`src/rtl/exmem_elastic_reg.sv`:
```
// EX/MEM elastic pipeline register with valid/ready handshake,
// optional two-entry skid buffer, flush, x0 gating and forwarding tap.
module exmem_elastic_reg #(
    parameter int unsigned XLEN      = 32,
    parameter int unsigned REGADDR_W = 5,
    parameter int unsigned RESSRC_W  = 2,
    parameter bit          SKID_EN   = 1'b1,
    parameter bit          ZERO_X0   = 1'b1
) (
    input  logic                 clk,
    input  logic                 reset,
    input  logic                 flush,
    input  logic                 in_valid,
    output logic                 in_ready,
    input  logic [XLEN-1:0]      PCplus4,
    input  logic [XLEN-1:0]      Port_B,
    input  logic [XLEN-1:0]      ALU_Out,
    input  logic [REGADDR_W-1:0] dest_reg,
    input  logic                 regWrite,
    input  logic                 MemWrite,
    input  logic [RESSRC_W-1:0]  Resultsrc,
    output logic                 out_valid,
    input  logic                 out_ready,
    output logic [XLEN-1:0]      PCplus41,
    output logic [XLEN-1:0]      Port_B1,
    output logic [XLEN-1:0]      ALU_Out1,
    output logic [REGADDR_W-1:0] dest_reg1,
    output logic                 regWrite1,
    output logic                 MemWrite1,
    output logic [RESSRC_W-1:0]  Resultsrc1,
    output logic                 fwd_valid,
    output logic [REGADDR_W-1:0] fwd_rd,
    output logic [XLEN-1:0]      fwd_data
);

    localparam int unsigned W = 3 * XLEN + REGADDR_W + 2 + RESSRC_W;

    logic [W-1:0] in_data;
    logic [W-1:0] m_data_q, m_data_d;
    logic [W-1:0] s_data_q, s_data_d;
    logic         m_valid_q, m_valid_d;
    logic         s_valid_q, s_valid_d;
    logic         rdy_q, rdy_d;
    logic         rw_cap;
    logic         acc;
    logic         cons;

    always_comb begin
        rw_cap  = regWrite & ((|dest_reg) | ~ZERO_X0);
        in_data = {PCplus4, Port_B, ALU_Out, dest_reg,
                   rw_cap, MemWrite, Resultsrc};
    end

    // Skid mode: ready is a flop so out_ready never reaches in_ready.
    assign in_ready = SKID_EN ? rdy_q
                              : (rdy_q & (~m_valid_q | out_ready));
    assign acc  = in_valid & in_ready;
    assign cons = m_valid_q & out_ready;

    always_comb begin
        m_valid_d = m_valid_q;
        m_data_d  = m_data_q;
        s_valid_d = s_valid_q;
        s_data_d  = s_data_q;
        if (flush) begin
            m_valid_d = 1'b0;
            m_data_d  = '0;
            s_valid_d = 1'b0;
            s_data_d  = '0;
        end else if (cons) begin
            if (s_valid_q) begin
                m_valid_d = 1'b1;
                m_data_d  = s_data_q;
                s_valid_d = acc;
                s_data_d  = acc ? in_data : '0;
            end else if (acc) begin
                m_valid_d = 1'b1;
                m_data_d  = in_data;
            end else begin
                m_valid_d = 1'b0;
                m_data_d  = '0;
            end
        end else if (acc) begin
            if (!m_valid_q) begin
                m_valid_d = 1'b1;
                m_data_d  = in_data;
            end else if (SKID_EN) begin
                s_valid_d = 1'b1;
                s_data_d  = in_data;
            end
        end
        rdy_d = SKID_EN ? ~s_valid_d : 1'b1;
    end

    always_ff @(posedge clk or posedge reset) begin
        if (reset) begin
            m_valid_q <= 1'b0;
            m_data_q  <= '0;
            s_valid_q <= 1'b0;
            s_data_q  <= '0;
            rdy_q     <= 1'b0;
        end else begin
            m_valid_q <= m_valid_d;
            m_data_q  <= m_data_d;
            s_valid_q <= s_valid_d;
            s_data_q  <= s_data_d;
            rdy_q     <= rdy_d;
        end
    end

    assign out_valid = m_valid_q;
    assign {PCplus41, Port_B1, ALU_Out1, dest_reg1,
            regWrite1, MemWrite1, Resultsrc1} = m_data_q;

    assign fwd_valid = m_valid_q & regWrite1 & (|dest_reg1);
    assign fwd_rd    = dest_reg1;
    assign fwd_data  = ALU_Out1;

endmodule
```
`config.mk`:
```
export PLATFORM = sky130hd
export DESIGN_NAME = exmem_elastic_reg
export DESIGN_NICKNAME = d
export VERILOG_FILES = /design/src/rtl/exmem_elastic_reg.sv
export SDC_FILE = /design/constraint.sdc
export NUM_CORES = 1
export LEC_CHECK = 0
export ABC_AREA = 1
export BUFFER_PORTS_ARGS = -buffer_cell sky130_fd_sc_hd__buf_2
export CORE_MARGIN = 2
export CORE_UTILIZATION = 55
export DETAILED_ROUTE_END_ITERATION = 8
export GPL_TIMING_DRIVEN = 1
export HOLD_SLACK_MARGIN = 0.08
export PLACE_DENSITY = 0.88
export SLEW_MARGIN = 25
export SYNTH_ARGS = -nofsm -noshare
export SYNTH_HDL_FRONTEND = slang
export SYNTH_SLANG_ARGS = --single-unit
export TNS_END_PERCENT = 100
```
`constraint.sdc`:
```
create_clock -name clk -period 9.5 [get_ports clk]
set_input_delay 0.475 -clock clk [delete_from_list [all_inputs] [get_ports clk]]
set_output_delay 0.475 -clock clk [all_outputs]
set_load 0.01 [all_outputs]
```
==> results by group <==
STA
  – Final min period: 2780 ps
  – Final Max Slew Viols: 0
  – Fin crit share: 29.2%
  – Setup Viol. Count Final: 0
  – RSZ-0062 raised after global routing: no
  – Fin Setup TNS: 0 ps
  – Hold Fails Final Rpt: 0
  – Slew HR: 37.5%
  – Fmax: 360 MHz
  – Worst-margin pin slew: around 940 ps
  – Final clock skew: 7.24 ps

Floorplan
  – # rows: 50
  – Die area: 0.0205 sq mm
  – Placeable core area: 0.0188 sq mm
  – Die height: 143 um
  – Die X: around 140 um
  – IO Pins: ~260
  – Initial Util: 56.6%

Synth
  – FFs w/ async S/R, synth: 100%
  – Distinct cells, synth: 19
  – Synth top area cells: dfrtp_1 (50%), nand2_1 (19%), nand3_1 (10%)
  – Yosys reg bits: 213
  – Synth Instances: 1,432
  – Area share of the largest cell type after synthesis: between 50% and 60%
  – Post-synth top area cell: dfrtp_1
  – Ys flop type: dfrtp_1
  – Top cells by count, synth: nand2_1 (532), dfrtp_1 (213), nand3_1 (213)
  – EDFF count, synth: 0
  – Syn_area_per_cell: 7.44 sq um
  – Warnings from Yosys: 0
  – Register area share after synthesis: between 50 and 60%
  – Syn_nets: 1,542
  – Synthesized area: around 0.011 sq mm
  – Most common cell in the netlist: nand2_1

Final layout
  – Nets: roughly 1,700
  – Fin util: about 67%
  – Design area: between 0.01 and 0.015 sq mm
  – Synth-to-Final Area Change: 17.7%
  – Share of layout cells above drive strength 1: ~20%
  – Fillers: 1,526
  – Final Non-Filler Cells: 1,865

Routing
  – DRC errors left: 0
  – WL/cell: around 15 um
  – Met2 Routed Length: 13,900 um
  – DRT Pass-1 Iters: 5
  – Met1 wire length: 11,700 um
  – Vias: between 10,000 and 15,000
  – Metal3 WL: ~2500 um
  – Drt initial violations: 964
  – DR vias/cell: 5.52
  – Aggregate routed wire length: 28,700 um
  – Routed Antenna Nets: 0
  – Top sig layer: met4

Worst setup path
  – CP required: roughly 10000 ps
  – CP Capture Type: flop
  – R2R Setup Slk: 6720 ps
  – Critical path data arrival time: roughly 3100 ps
  – Critical path type: reg2reg
  – CP Max Fanout: 56
  – Reg2reg path depth: 5
  – Startpoint Class: flop

Clock network
  – Clk root buf: clkbuf_16
  – TritonCTS buffer count: 24
  – CTS HTree Levels: 1
  – Cts hold-fix bufs: 0
  – CTS tree: built
  – Clk_lat worst skew: 500 ps
  – Post-CTS setup buffer count: 0
  – Resized Gates After CTS: 0
  – CTS max path bufs: 3
  – Sink Count: 213
  – Clk pin slew, worst setup/hold paths: 60 ps

Placed design
  – Placed instance count: 1,818
  – I/O Buffers: 254
  – HPWL after DPL: ~17,000 um
  – Placed inst area: 0.0117 sq mm
  – GPL Wtd Cong: 0.780

Power and ir drop
  – Static leakage: 0.00713 uW
  – Maximum vdd ir drop: 125 uV
  – PwrDens: 184 mW/mm^2

Flow run
  – Max_cap viols: 0

GRT
  – Total Routing Usage GR: 27.5%
  – Grt total ovfl: 0
  – Initial antenna violation count: 3
  – Vias in the first global route: around 9,400
  – First-pass GRT wire length: 46,200 um
  – Largest net degree at the start of global routing: 139

Hold path
  – Worst Hold Class: in2async

Status
  – Status: complete, no violations
==> layout by cell type (no fill, tap or decap), types with 2 or more instances in the layout <==
cell	synthesis	layout
nor2_1	3	3
clkinv_2	0	7
buf_6	0	5
dfrtp_1	213	212
a21oi_1	105	105
clkbuf_16	0	25
o21ai_4	0	2
clkbuf_8	0	10
buf_2	28	254
nand2_1	532	531
diode_2	0	3
o21ai_1	24	24
buf_4	39	4
o21ai_0	83	83
clkbuf_1	62	4
inv_1	108	107
nand3_1	213	212
inv_2	5	3
==> critical path: stages (launching register included) <==
cell      delay, ps
dfrtp_1         370
nand2_1         200
clkinv_2        720
nand3_4         830
buf_12          310
o21ai_0         160
==> power breakdown <==
group / switching [uW] / internal [uW]
clock: 365 / 557
sequential: 43.1 / 972
combinational: 241 / 125
total: 649 / 1650
==> sequential cells by signal, indices dropped and copies added, names as in the netlist <==
register	cells
s_valid_q	1
out_valid	1
in_ready	1
s_data_q	105
m_data_q	105
==> metal layers <==
metal,vias up,track usage [%]
li1,4847,-
met1,4891,37.4
met2,507,45.0
met3,52,4.96
met4,0,8.18
met5,-,0
==> path summary, 6_finish.rpt <==
check	start	to
min in group clk	Port_B[27]	s_data_q[68]
max	in_ready	s_data_q[24]
min	reset	m_data_q[43]
max in group asynchronous	reset	s_valid_q
min reg2reg	m_data_q[54]	m_data_q[54]
max reg2reg	in_ready	s_data_q[24]
==> stage by stage <==
step	power, uW	setup WS, ps	hold WS, ps
6_report	2300	6720	54.3
5_1_grt	2410	6560	105
4_1_cts	2320	6630	217
3_5_place_dp	1390	6480	460
3_3_place_gp	1380	6440	459
2_1_floorplan	1260	3200	453
==> cell families (layout without fill, tap and decap cells) <==
family	Yosys count	in the layout	synth area share, %
buffers and inverters	251	421	10.6
other	0	3	0
flip-flops	213	213	50.1
AND/OR/NAND/NOR	752	752	29.1
AO/OA/AOI/OAI	216	216	10.3
==> final cells by class <==
type | count | area, sq um | share of cell area [%]
Sequential cell | 213 | 5330 | 42.6
Tap cell | 260 | 325 | 2.60
Clock inverter | 5 | 25.0 | 0.200
Antenna cell | 3 | 7.51 | 0.0599
Inverter | 113 | 439 | 3.50
Clock buffer | 39 | 778 | 6.21
Timing Repair Buffer | 264 | 1380 | 11.0
Multi-Input combinational cell | 968 | 4240 | 33.9
Note: power is estimated with default switching activity, not from simulation.
